--- config.mk ---
export PLATFORM = sky130hd
export DESIGN_NAME = peak_scheduler
export DESIGN_NICKNAME = d
export VERILOG_FILES = /design/src/rtl/peak_scheduler.sv
export SDC_FILE = /design/constraint.sdc
export NUM_CORES = 1
export LEC_CHECK = 0
export CAP_MARGIN = 20
export CORE_MARGIN = 2
export CORE_UTILIZATION = 26
export CTS_CLUSTER_DIAMETER = 100
export DETAILED_ROUTE_END_ITERATION = 10
export PLACE_DENSITY = 0.52
export SLEW_MARGIN = 20
export SYNTH_ARGS = -nofsm -noshare
export SYNTH_HDL_FRONTEND = slang
export SYNTH_SLANG_ARGS = --single-unit
export TNS_END_PERCENT = 1
--- constraint.sdc ---
create_clock -name clk -period 2.7 [get_ports clk]
set_input_delay 0.54 -clock clk [delete_from_list [all_inputs] [get_ports clk]]
set_output_delay 0.54 -clock clk [all_outputs]
set_load 0.005 [all_outputs]
--- src/rtl/peak_scheduler.sv ---
// peak_scheduler
// Tracks the largest-magnitude FFT bin inside two fixed bin windows (730 nm
// and 850 nm channels) for each frame and hands the result to a
// microcontroller with a valid/ready handshake. It also sequences the FFT
// reset and recovers from FFT overflow.
//
// Ports
//   clk        in   rising-edge clock
//   reset      in   asynchronous active-high reset
//   fft_dat    in   FFT bin value, two's complement, DATLEN bits
//   fft_nd     in   fft_dat valid this cycle
//   fft_ovf    in   FFT overflow flag
//   fft_rst_n  out  active-low reset to the FFT (low while in FRST)
//   max730     out  peak magnitude in the 730 nm window
//   bin730     out  bin index of that peak
//   max850     out  peak magnitude in the 850 nm window
//   bin850     out  bin index of that peak
//   res_valid  out  result available
//   res_ready  in   result accepted by the microcontroller
//   ovf_err    out  sticky overflow flag
//   ovf_clr    in   clears ovf_err (an overflow in the same cycle wins)
module peak_scheduler #(
    parameter int DATLEN  = 12,
    parameter int NBINS   = 64,
    parameter int W730_LO = 10,
    parameter int W730_HI = 14,
    parameter int W850_LO = 20,
    parameter int W850_HI = 24
) (
    input  logic                      clk,
    input  logic                      reset,
    input  logic [DATLEN-1:0]         fft_dat,
    input  logic                      fft_nd,
    input  logic                      fft_ovf,
    output logic                      fft_rst_n,
    output logic [DATLEN-1:0]         max730,
    output logic [DATLEN-1:0]         max850,
    output logic [$clog2(NBINS)-1:0]  bin730,
    output logic [$clog2(NBINS)-1:0]  bin850,
    output logic                      res_valid,
    input  logic                      res_ready,
    output logic                      ovf_err,
    input  logic                      ovf_clr
);

    localparam int BW = $clog2(NBINS);
    localparam logic [DATLEN-1:0] MAG_MAX  = {1'b0, {(DATLEN-1){1'b1}}};
    localparam logic [DATLEN-1:0] MOST_NEG = {1'b1, {(DATLEN-1){1'b0}}};
    localparam bit EN730 = (W730_LO <= W730_HI);
    localparam bit EN850 = (W850_LO <= W850_HI);

    typedef enum logic [1:0] {FRST, COLLECT, PRESENT, SKIP} state_t;

    state_t            state;
    state_t            state_nxt;
    logic [1:0]        frst_cnt;
    logic [BW-1:0]     bin_cnt;
    logic [31:0]       bin_ext;
    logic [DATLEN-1:0] mag;
    logic [DATLEN-1:0] run730;
    logic [DATLEN-1:0] run850;
    logic [BW-1:0]     rbin730;
    logic [BW-1:0]     rbin850;
    logic              skip_flag;
    logic              pend_flag;
    logic              last_bin;
    logic              handshake;
    logic              in730;
    logic              in850;
    logic              upd730;
    logic              upd850;

    // Magnitude of the incoming bin; the most negative code has no positive
    // counterpart, so it saturates to the largest positive value.
    always_comb begin
        if (!fft_dat[DATLEN-1]) begin
            mag = fft_dat;
        end else if (fft_dat == MOST_NEG) begin
            mag = MAG_MAX;
        end else begin
            mag = -fft_dat;
        end
    end

    // A window whose LO exceeds HI is disabled and never matches.
    assign bin_ext   = 32'(bin_cnt);
    assign in730     = EN730 && (bin_ext >= unsigned'(W730_LO)) && (bin_ext <= unsigned'(W730_HI));
    assign in850     = EN850 && (bin_ext >= unsigned'(W850_LO)) && (bin_ext <= unsigned'(W850_HI));
    assign last_bin  = (bin_cnt == BW'(NBINS - 1));
    assign handshake = (state == PRESENT) && res_ready;

    // Strictly-greater update keeps the first bin on ties.
    assign upd730 = (state == COLLECT) && fft_nd && in730 && (mag > run730);
    assign upd850 = (state == COLLECT) && fft_nd && in850 && (mag > run850);

    // State register.
    always_ff @(posedge clk or posedge reset) begin
        if (reset) begin
            state <= FRST;
        end else begin
            state <= state_nxt;
        end
    end

    // Next-state logic. The skip and pending flags are combined with the
    // current-cycle fft_nd/fft_ovf so events in the handshake cycle count.
    always_comb begin
        state_nxt = state;
        case (state)
            FRST: begin
                if (frst_cnt == 2'd3) state_nxt = COLLECT;
            end
            COLLECT: begin
                if (fft_ovf)                 state_nxt = FRST;
                else if (fft_nd && last_bin) state_nxt = PRESENT;
            end
            PRESENT: begin
                if (res_ready) begin
                    if (pend_flag || fft_ovf)     state_nxt = FRST;
                    else if (skip_flag || fft_nd) state_nxt = SKIP;
                    else                          state_nxt = COLLECT;
                end
            end
            SKIP: begin
                if (fft_ovf)                 state_nxt = FRST;
                else if (fft_nd && last_bin) state_nxt = COLLECT;
            end
            default: state_nxt = FRST;
        endcase
    end

    // Output decode.
    always_comb begin
        fft_rst_n = (state != FRST);
        res_valid = (state == PRESENT);
    end

    // Datapath: FRST timer, bin counter, running maxima, presented result
    // and the PRESENT-only skip/pending flags.
    always_ff @(posedge clk or posedge reset) begin
        if (reset) begin
            frst_cnt  <= '0;
            bin_cnt   <= '0;
            run730    <= '0;
            run850    <= '0;
            rbin730   <= '0;
            rbin850   <= '0;
            max730    <= '0;
            max850    <= '0;
            bin730    <= '0;
            bin850    <= '0;
            skip_flag <= 1'b0;
            pend_flag <= 1'b0;
            ovf_err   <= 1'b0;
        end else begin
            frst_cnt <= (state == FRST) ? frst_cnt + 2'd1 : 2'd0;

            if (state == FRST) begin
                bin_cnt <= '0;
            end else if (fft_nd) begin
                bin_cnt <= bin_cnt + 1'b1;
            end

            if ((state == FRST) || handshake) begin
                run730  <= '0;
                run850  <= '0;
                rbin730 <= '0;
                rbin850 <= '0;
            end else begin
                if (upd730) begin
                    run730  <= mag;
                    rbin730 <= bin_cnt;
                end
                if (upd850) begin
                    run850  <= mag;
                    rbin850 <= bin_cnt;
                end
            end

            // The last bin of the frame is folded in on the same edge.
            if ((state == COLLECT) && (state_nxt == PRESENT)) begin
                max730 <= upd730 ? mag     : run730;
                bin730 <= upd730 ? bin_cnt : rbin730;
                max850 <= upd850 ? mag     : run850;
                bin850 <= upd850 ? bin_cnt : rbin850;
            end

            skip_flag <= (state == PRESENT) && !handshake && (skip_flag || fft_nd);
            pend_flag <= (state == PRESENT) && !handshake && (pend_flag || fft_ovf);

            if (fft_ovf) begin
                ovf_err <= 1'b1;
            end else if (ovf_clr) begin
                ovf_err <= 1'b0;
            end
        end
    end

endmodule

# Word-level counts from Yosys, hierarchy flattened

Cells that the tools add are included.

Reductions and logical operators: 21
$add $sub $neg: 3
Multiplexer cells: 24
Eq/ne operators: 7
$lt $le $gt $ge: 6

Operators by type and width:

| cell                                                           | number |
|---|---|
| two-way mux 12 bit                                             | 6 |
| two-way mux 6 bit                                              | 6 |
| > comparator 12 bit                                            | 2 |
| two-way mux 2 bit                                              | 9 |
| logical AND 1 bit                                              | 13 |
| equality test 12 bit, second input constant                    | 1 |
| negator 12 bit                                                 | 1 |
| equality test 2 bit, second input constant                     | 4 |
| one-hot mux 2 bit (4 select lines)                             | 1 |
| adder 6 x 1 -> 6 bit, second input constant                    | 1 |
| equality test 6 bit, second input constant                     | 1 |
| >= comparator 6 x 4 -> 1 bit, second input constant            | 1 |
| >= comparator 6 x 5 -> 1 bit, second input constant            | 1 |
| less-or-equal comparator 6 x 4 -> 1 bit, second input constant | 1 |
| less-or-equal comparator 6 x 5 -> 1 bit, second input constant | 1 |
| nonzero test 2 bit                                             | 3 |
| logical OR 1 bit                                               | 3 |
| adder 2 x 1 -> 2 bit, second input constant                    | 1 |
| equality test 2 x 1 -> 1 bit, second input constant            | 1 |
| zero test 2 bit                                                | 1 |
| two-way mux 1 bit                                              | 2 |
| zero test 1 bit                                                | 1 |

Output and inout bits: 39
Logic and storage cells: 75
Flip-flop bits (word level): 85
Input bits: 18

# Depth between registers and ports, before layout

Depth in word-level cells: 7
Mapped depth: 15

# Least setup slack after synthesis

No wires, ideal clock.

Kind: input to register
Start: input fft_dat[1]
End: register run850[11]
Data required time: 2.604 ns
Arrival time: 2.998 ns
Stages: 12
Setup slack: -0.394 ns
Path buffers: 2
Cells stage by stage: or3_1 > clkbuf_1 > o31a_1 > o21ai_1 > inv_1 > ha_1 > nand4_1 > or2_2 > o2111a_1 > o41a_1 > buf_2 > o31ai_1

Longest elaborated chain between the ends: 7
Elaborated cells on any way between the ends: 8

Ends and longest elaborated chain:

| what                                                          | line   | RTL |
|---|---|---|
| start: declaration                                            | 32     | `input logic [DATLEN-1:0] fft_dat,` |
| negator 12 bit / equality test 12 bit (equally long branches) | 81, 78 |  |
| two-way mux 12 bit                                            | 78     | `end else if (fft_dat == MOST_NEG) begin` |
| two-way mux 12 bit (*)                                        | 76     | `if (!fft_dat[DATLEN-1]) begin` |
| > comparator 12 bit                                           | 94     | `assign upd850 = (state == COLLECT) && fft_nd && in850 && (mag > run850);` |
| logical AND 1 bit                                             | 94     |  |
| two-way mux 12 bit (*)                                        | --     |  |
| two-way mux 12 bit (*)                                        | 164    | `if ((state == FRST) \|\| handshake) begin` |
| end signal: assignment                                        | 175    | `run850 <= mag;` |
| end: declaration                                              | 61     | `logic [DATLEN-1:0] run850;` |

Mark *: on every way between the ends. The rest lies on a longest branch, timed or not.
A chain may end at the register's enable or synchronous reset.

# Worst setup path in the final report

Start: input fft_dat[5]
End: register run850[0]

The elaborated chain is that of the path after synthesis.

==> run summary <==
By area, the combinational part of the netlist is dominated by simple AND/OR/NAND/NOR gates. Routability-driven placement finished with a final weighted congestion of 0.789. The post-synthesis share of cell area spent on full adders, half adders and majority gates was 0.0845. Post-synthesis compound-gate area fraction: 0.133.

Critical path endpoint category: a flop. The tools report the post-route worst hold slack as 0.428 ns. The number of antenna violations at the first check in global routing was 0. The number of standard cells after synthesis is 429. Endpoint of the lowest-slack register-to-register path: run850[0]$_DFF_PP0_. The count of H-tree levels built during CTS is 3. The netlist area before placement was 0.00430 mm^2; the worst-case headroom to the max-slew limit was 0.489. The remaining global-route overflow was 0; the leakage power figure was 2.72 nW.

Summed over all layers, the routed wires come to 10,700 um. Counting cells, the worst reg-to-reg path comes to 9. Startpoint of the lowest-slack register-to-register path: run850[1]$_DFF_PP0_.

Final worst slack: -0.348 ns. For the insertion delay to the later sink of the worst-skew pair, the log shows 0.34 ns. For the worst setup path, the data required time is 2.96 ns. In this run the worst hold path is classified as flop to flop. The critical path ends at run850[0]$_DFF_PP0_. In this run the horizontal extent of the chip is 133 um. The logs give 40 for the final setup violation count and 0 for the number of max-slew violations in the final report. By startpoint and endpoint, the worst setup path is classified as input port to flop.

CTS placed an instance of sky130_fd_sc_hd__clkbuf_16 at the clock tree root. The global routing usage summed across all routing layers is 0.124, and the overall die area is 0.0176 mm^2. The start point of the critical path is fft_dat[5].

Average size of a mapped cell: 10.0 um^2. The number of hold violations in the final report is 0. The share of post-route cells with drive strength above 1 came out at 0.325. The path length in cells of the critical path is 13, and the total number of clock tree sinks is 85.

The number of flip-flops and latches in the synthesized netlist works out to 85. In the final routed layout, each cell accounts on average for 14.1 um. In this run the core area contains 46 standard-cell rows. The power consumption was 3.22 mW. The final critical-path required period came out at 3.05 ns. The total number of vias came out at 3,440. The worst-path maximum fanout is 5, and the number of global-route vias before repair is 3,463.

For this run, design rule violations remaining after detail routing come to 0. Across the VDD grid, the largest voltage drop is 307 uV. After the last flow step, the layout net total stands at 589.

Data arrives at the worst endpoint at 3.30 ns. The total of buffers placed on input and output ports came out at 56. The number of iterations in the first detailed-routing pass was 4; the number of nets produced by synthesis was 476. The run gives 45 as the count of unique library cells instantiated by Yosys. The run gives 328 MHz as the maximum clock rate. The fraction of the mapped netlist area in simple logic gates works out to 0.145. Among all cell types in the netlist, the one instantiated most often is sky130_fd_sc_hd__dfrtp_1. The final antenna diode count was 0. The global-route wire length before repair is 17,500 um.

The setup check on the worst reg-to-reg path leaves a slack of 0.58 ns. Among all flip-flop cells after synthesis, the most frequent one is sky130_fd_sc_hd__dfrtp_1. The region available for standard cell placement spans 0.0160 mm^2.

The category of the worst setup path launch point is an input port. The signed area change from the synthesized netlist to the final layout works out to 47.0%. Count of maximum capacitance violations: 0. 57 I/O pins were placed. The iteration-0 DRC count of the detailed router is 119.

The tools report the starting density of the core as 0.268. sky130_fd_sc_hd__dfrtp_1 takes more of the synthesized area than any other cell. The wire-length estimate of the detail-placed layout is 7610 um.

The fraction of synthesized area in multiplexers came out at 0.0536. The power density over the cells is 510 mW/mm^2, and the transition at the pin with the smallest max-transition slack is 0.766 ns. The maximum count of clock buffers along a single path came out at 2.

TritonCTS built the clock tree. The detail route stage leaves a number of antenna-violating nets equal to 0. Traced cell by cell, the critical path runs through buf_6 > or3_4 > or4_4 > a21bo_1 > o21ai_2 > ha_1 > nand4_1 > buf_4 > a211oi_2 > o41a_1 > buf_6 > buf_8 > a211oi_1.

The y dimension of the die was 133 um; the share of the clock period used by the worst path was 1.13. Setup repair after global routing could not meet its margin everywhere. The number of buffers inserted during clock tree synthesis was 9.

Between clock sinks in the finished design, the worst skew comes to 0.00630 ns. In the final timing run, aggregate negative setup slack is -10.63 ns. In the post-synthesis netlist, the biggest area contributors are sky130_fd_sc_hd__dfrtp_1 50%, sky130_fd_sc_hd__ha_1 8.4%, sky130_fd_sc_hd__nor2_1 5.2%. The most numerous cell type found on the critical path is sky130_fd_sc_hd__buf_6. The checks that failed: negative setup slack. The post-synthesis xor/xnor area fraction is 0.0245.

For this design, the slowest cell found on the critical path is sky130_fd_sc_hd__or4_4. Grouping stages by cell kind, the critical path spends the most delay in simple AND/OR/NAND/NOR gates. In the routed layout, each cell is associated on average with a via count of 4.51. Yosys mapped a number of flops with a built-in enable equal to 0.

The fraction of synthesized cell area taken by the top area cell type was 0.495; the critical path's largest stage delay was 0.53 ns. The flow ran to the end, but the final reports show violations. The largest net degree at the start of global routing was 38. The layout has 1,574 filler cells.

The critical path buffer and inverter count works out to 4. Sorting the synthesized cells by how often they occur yields 85 x sky130_fd_sc_hd__dfrtp_1, 59 x sky130_fd_sc_hd__nor2_1, 37 x sky130_fd_sc_hd__inv_1, 33 x sky130_fd_sc_hd__nand2_1, 29 x sky130_fd_sc_hd__ha_1. Async set-reset flop share out of synthesis: 1.00. Yosys printed 0 warnings. Clock-pin slew was measured on the worst setup and hold paths at 0.06 ns.

The run gives 0.495 as the sequential fraction of the synthesis area.
-- where the power goes --
group / total [mW] / switching (mW) / internal (mW) / leakage, nW
Sequential: 1.33 / 0.0305 / 1.30 / 1.18
Clock: 1.36 / 0.519 / 0.841 / 0.156
Combinational: 0.525 / 0.314 / 0.211 / 1.39
Total: 3.22 / 0.864 / 2.35 / 2.72
-- routing by layer --
metal	vias up	wire [um]	part of all wire	track usage
li1	1718	-	-	-
met1	1642	5170	0.48	0.170
met2	70	4920	0.46	0.186
met3	10	473	0.044	0.0318
met4	0	174	0.016	0.0490
met5	-	0	0	0
-- cell type report --
cell class	count	area, um^2	share of cell area
multi-input combinational	285	2300	0.365
timing repair buffer	124	1140	0.181
clock inverter	6	92.6	0.0147
clock buffer	10	239	0.0378
sequential	85	2130	0.337
inverter	37	140	0.0222
tap	216	270	0.0428
-- worst reg2reg max path: stages, from the launching register on --
cell and delay, ns:
sky130_fd_sc_hd__dfrtp_1 0.39, sky130_fd_sc_hd__inv_1 0.16, sky130_fd_sc_hd__ha_4 0.23, sky130_fd_sc_hd__nor2b_1 0.13
sky130_fd_sc_hd__o211ai_1 0.21, sky130_fd_sc_hd__a21oi_2 0.08, sky130_fd_sc_hd__o41a_1 0.37, sky130_fd_sc_hd__buf_6 0.15
sky130_fd_sc_hd__buf_8 0.13, sky130_fd_sc_hd__a211oi_1 0.19
-- sequential cells by signal, indices dropped and copies added, names as in the netlist --
name	flops
max730	12
max850	12
run730	12
run850	12
bin730	6
bin850	6
bin_cnt	6
rbin730	6
rbin850	6
frst_cnt	2
state	2
ovf_err	1
pend_flag	1
skip_flag	1
-- cells in the final DEF (no fill, tap or decap), types with 4 or more instances in the layout --
cell	synthesis	routed
sky130_fd_sc_hd__buf_4	7	56
sky130_fd_sc_hd__nand4_1	9	9
sky130_fd_sc_hd__a21oi_1	27	23
sky130_fd_sc_hd__nor2b_1	4	4
sky130_fd_sc_hd__o31ai_2	0	8
sky130_fd_sc_hd__ha_1	29	23
sky130_fd_sc_hd__a21oi_2	0	4
sky130_fd_sc_hd__nand2_1	33	28
sky130_fd_sc_hd__nor3_1	7	4
sky130_fd_sc_hd__clkdlybuf4s50_1	0	45
sky130_fd_sc_hd__dfrtp_1	85	85
sky130_fd_sc_hd__buf_12	0	4
sky130_fd_sc_hd__nand2_2	0	5
sky130_fd_sc_hd__inv_1	37	33
sky130_fd_sc_hd__ha_4	0	6
sky130_fd_sc_hd__a211oi_2	0	7
sky130_fd_sc_hd__nor2_2	0	10
sky130_fd_sc_hd__o31ai_4	0	6
sky130_fd_sc_hd__a211oi_1	13	6
sky130_fd_sc_hd__dlygate4sd2_1	0	4
sky130_fd_sc_hd__mux2i_1	5	5
sky130_fd_sc_hd__nor2_1	59	46
sky130_fd_sc_hd__xnor2_1	6	6
sky130_fd_sc_hd__nand3_1	9	7
sky130_fd_sc_hd__mux2_2	16	16
sky130_fd_sc_hd__buf_6	3	8
sky130_fd_sc_hd__o21ai_0	11	8
sky130_fd_sc_hd__clkbuf_16	0	9
sky130_fd_sc_hd__xor2_1	6	6
-- worst min-delay path by stage --
stage	start	endpoint	slack [ns]	depth (start not counted)
2_1_floorplan	frst_cnt[0]$_DFF_PP0_	frst_cnt[0]$_DFF_PP0_	0.41	1
3_3_place_gp	frst_cnt[0]$_DFF_PP0_	frst_cnt[0]$_DFF_PP0_	0.42	1
3_5_place_dp	frst_cnt[0]$_DFF_PP0_	frst_cnt[0]$_DFF_PP0_	0.42	1
4_1_cts	frst_cnt[0]$_DFF_PP0_	frst_cnt[0]$_DFF_PP0_	0.43	1
5_1_grt	frst_cnt[0]$_DFF_PP0_	frst_cnt[0]$_DFF_PP0_	0.47	1
6_report	frst_cnt[0]$_DFF_PP0_	frst_cnt[0]$_DFF_PP0_	0.43	1
-- repair_timing --
| item | 4_1_cts | 5_1_grt |
|---|---|---|
| pin swaps | 32 | 21 |
| gates cloned | 3 | 0 |
| setup endpoints to repair | 40 | 40 |
| hold buffers | 0 | 0 |
| resized for setup | 81 | 41 |
| setup buffers | 8 | 4 |
-- logic make-up (layout without fill, tap and decap cells) --
kind of cell / after synthesis / after routing
compound gates: 87 / 87
fa+ha+maj: 29 / 29
xor+xnor: 12 / 12
flops: 85 / 85
buf+inv: 59 / 177
mux: 21 / 21
simple gates: 136 / 136
-- per-stage QoR --
stage | instances | setup slack, ns | utilization | cell area [um^2]
global route | 763 | -0.405 | 0.395 | 6310
finish | 763 | -0.348 | 0.395 | 6310
floorplan | 429 | -0.371 | - | 4340
CTS | 759 | -0.403 | 0.381 | 6100
detailed placement | 733 | -1.05 | 0.342 | 5470
global placement | 733 | -0.995 | 0.342 | 5470
Power figures use the tool's default switching activity.
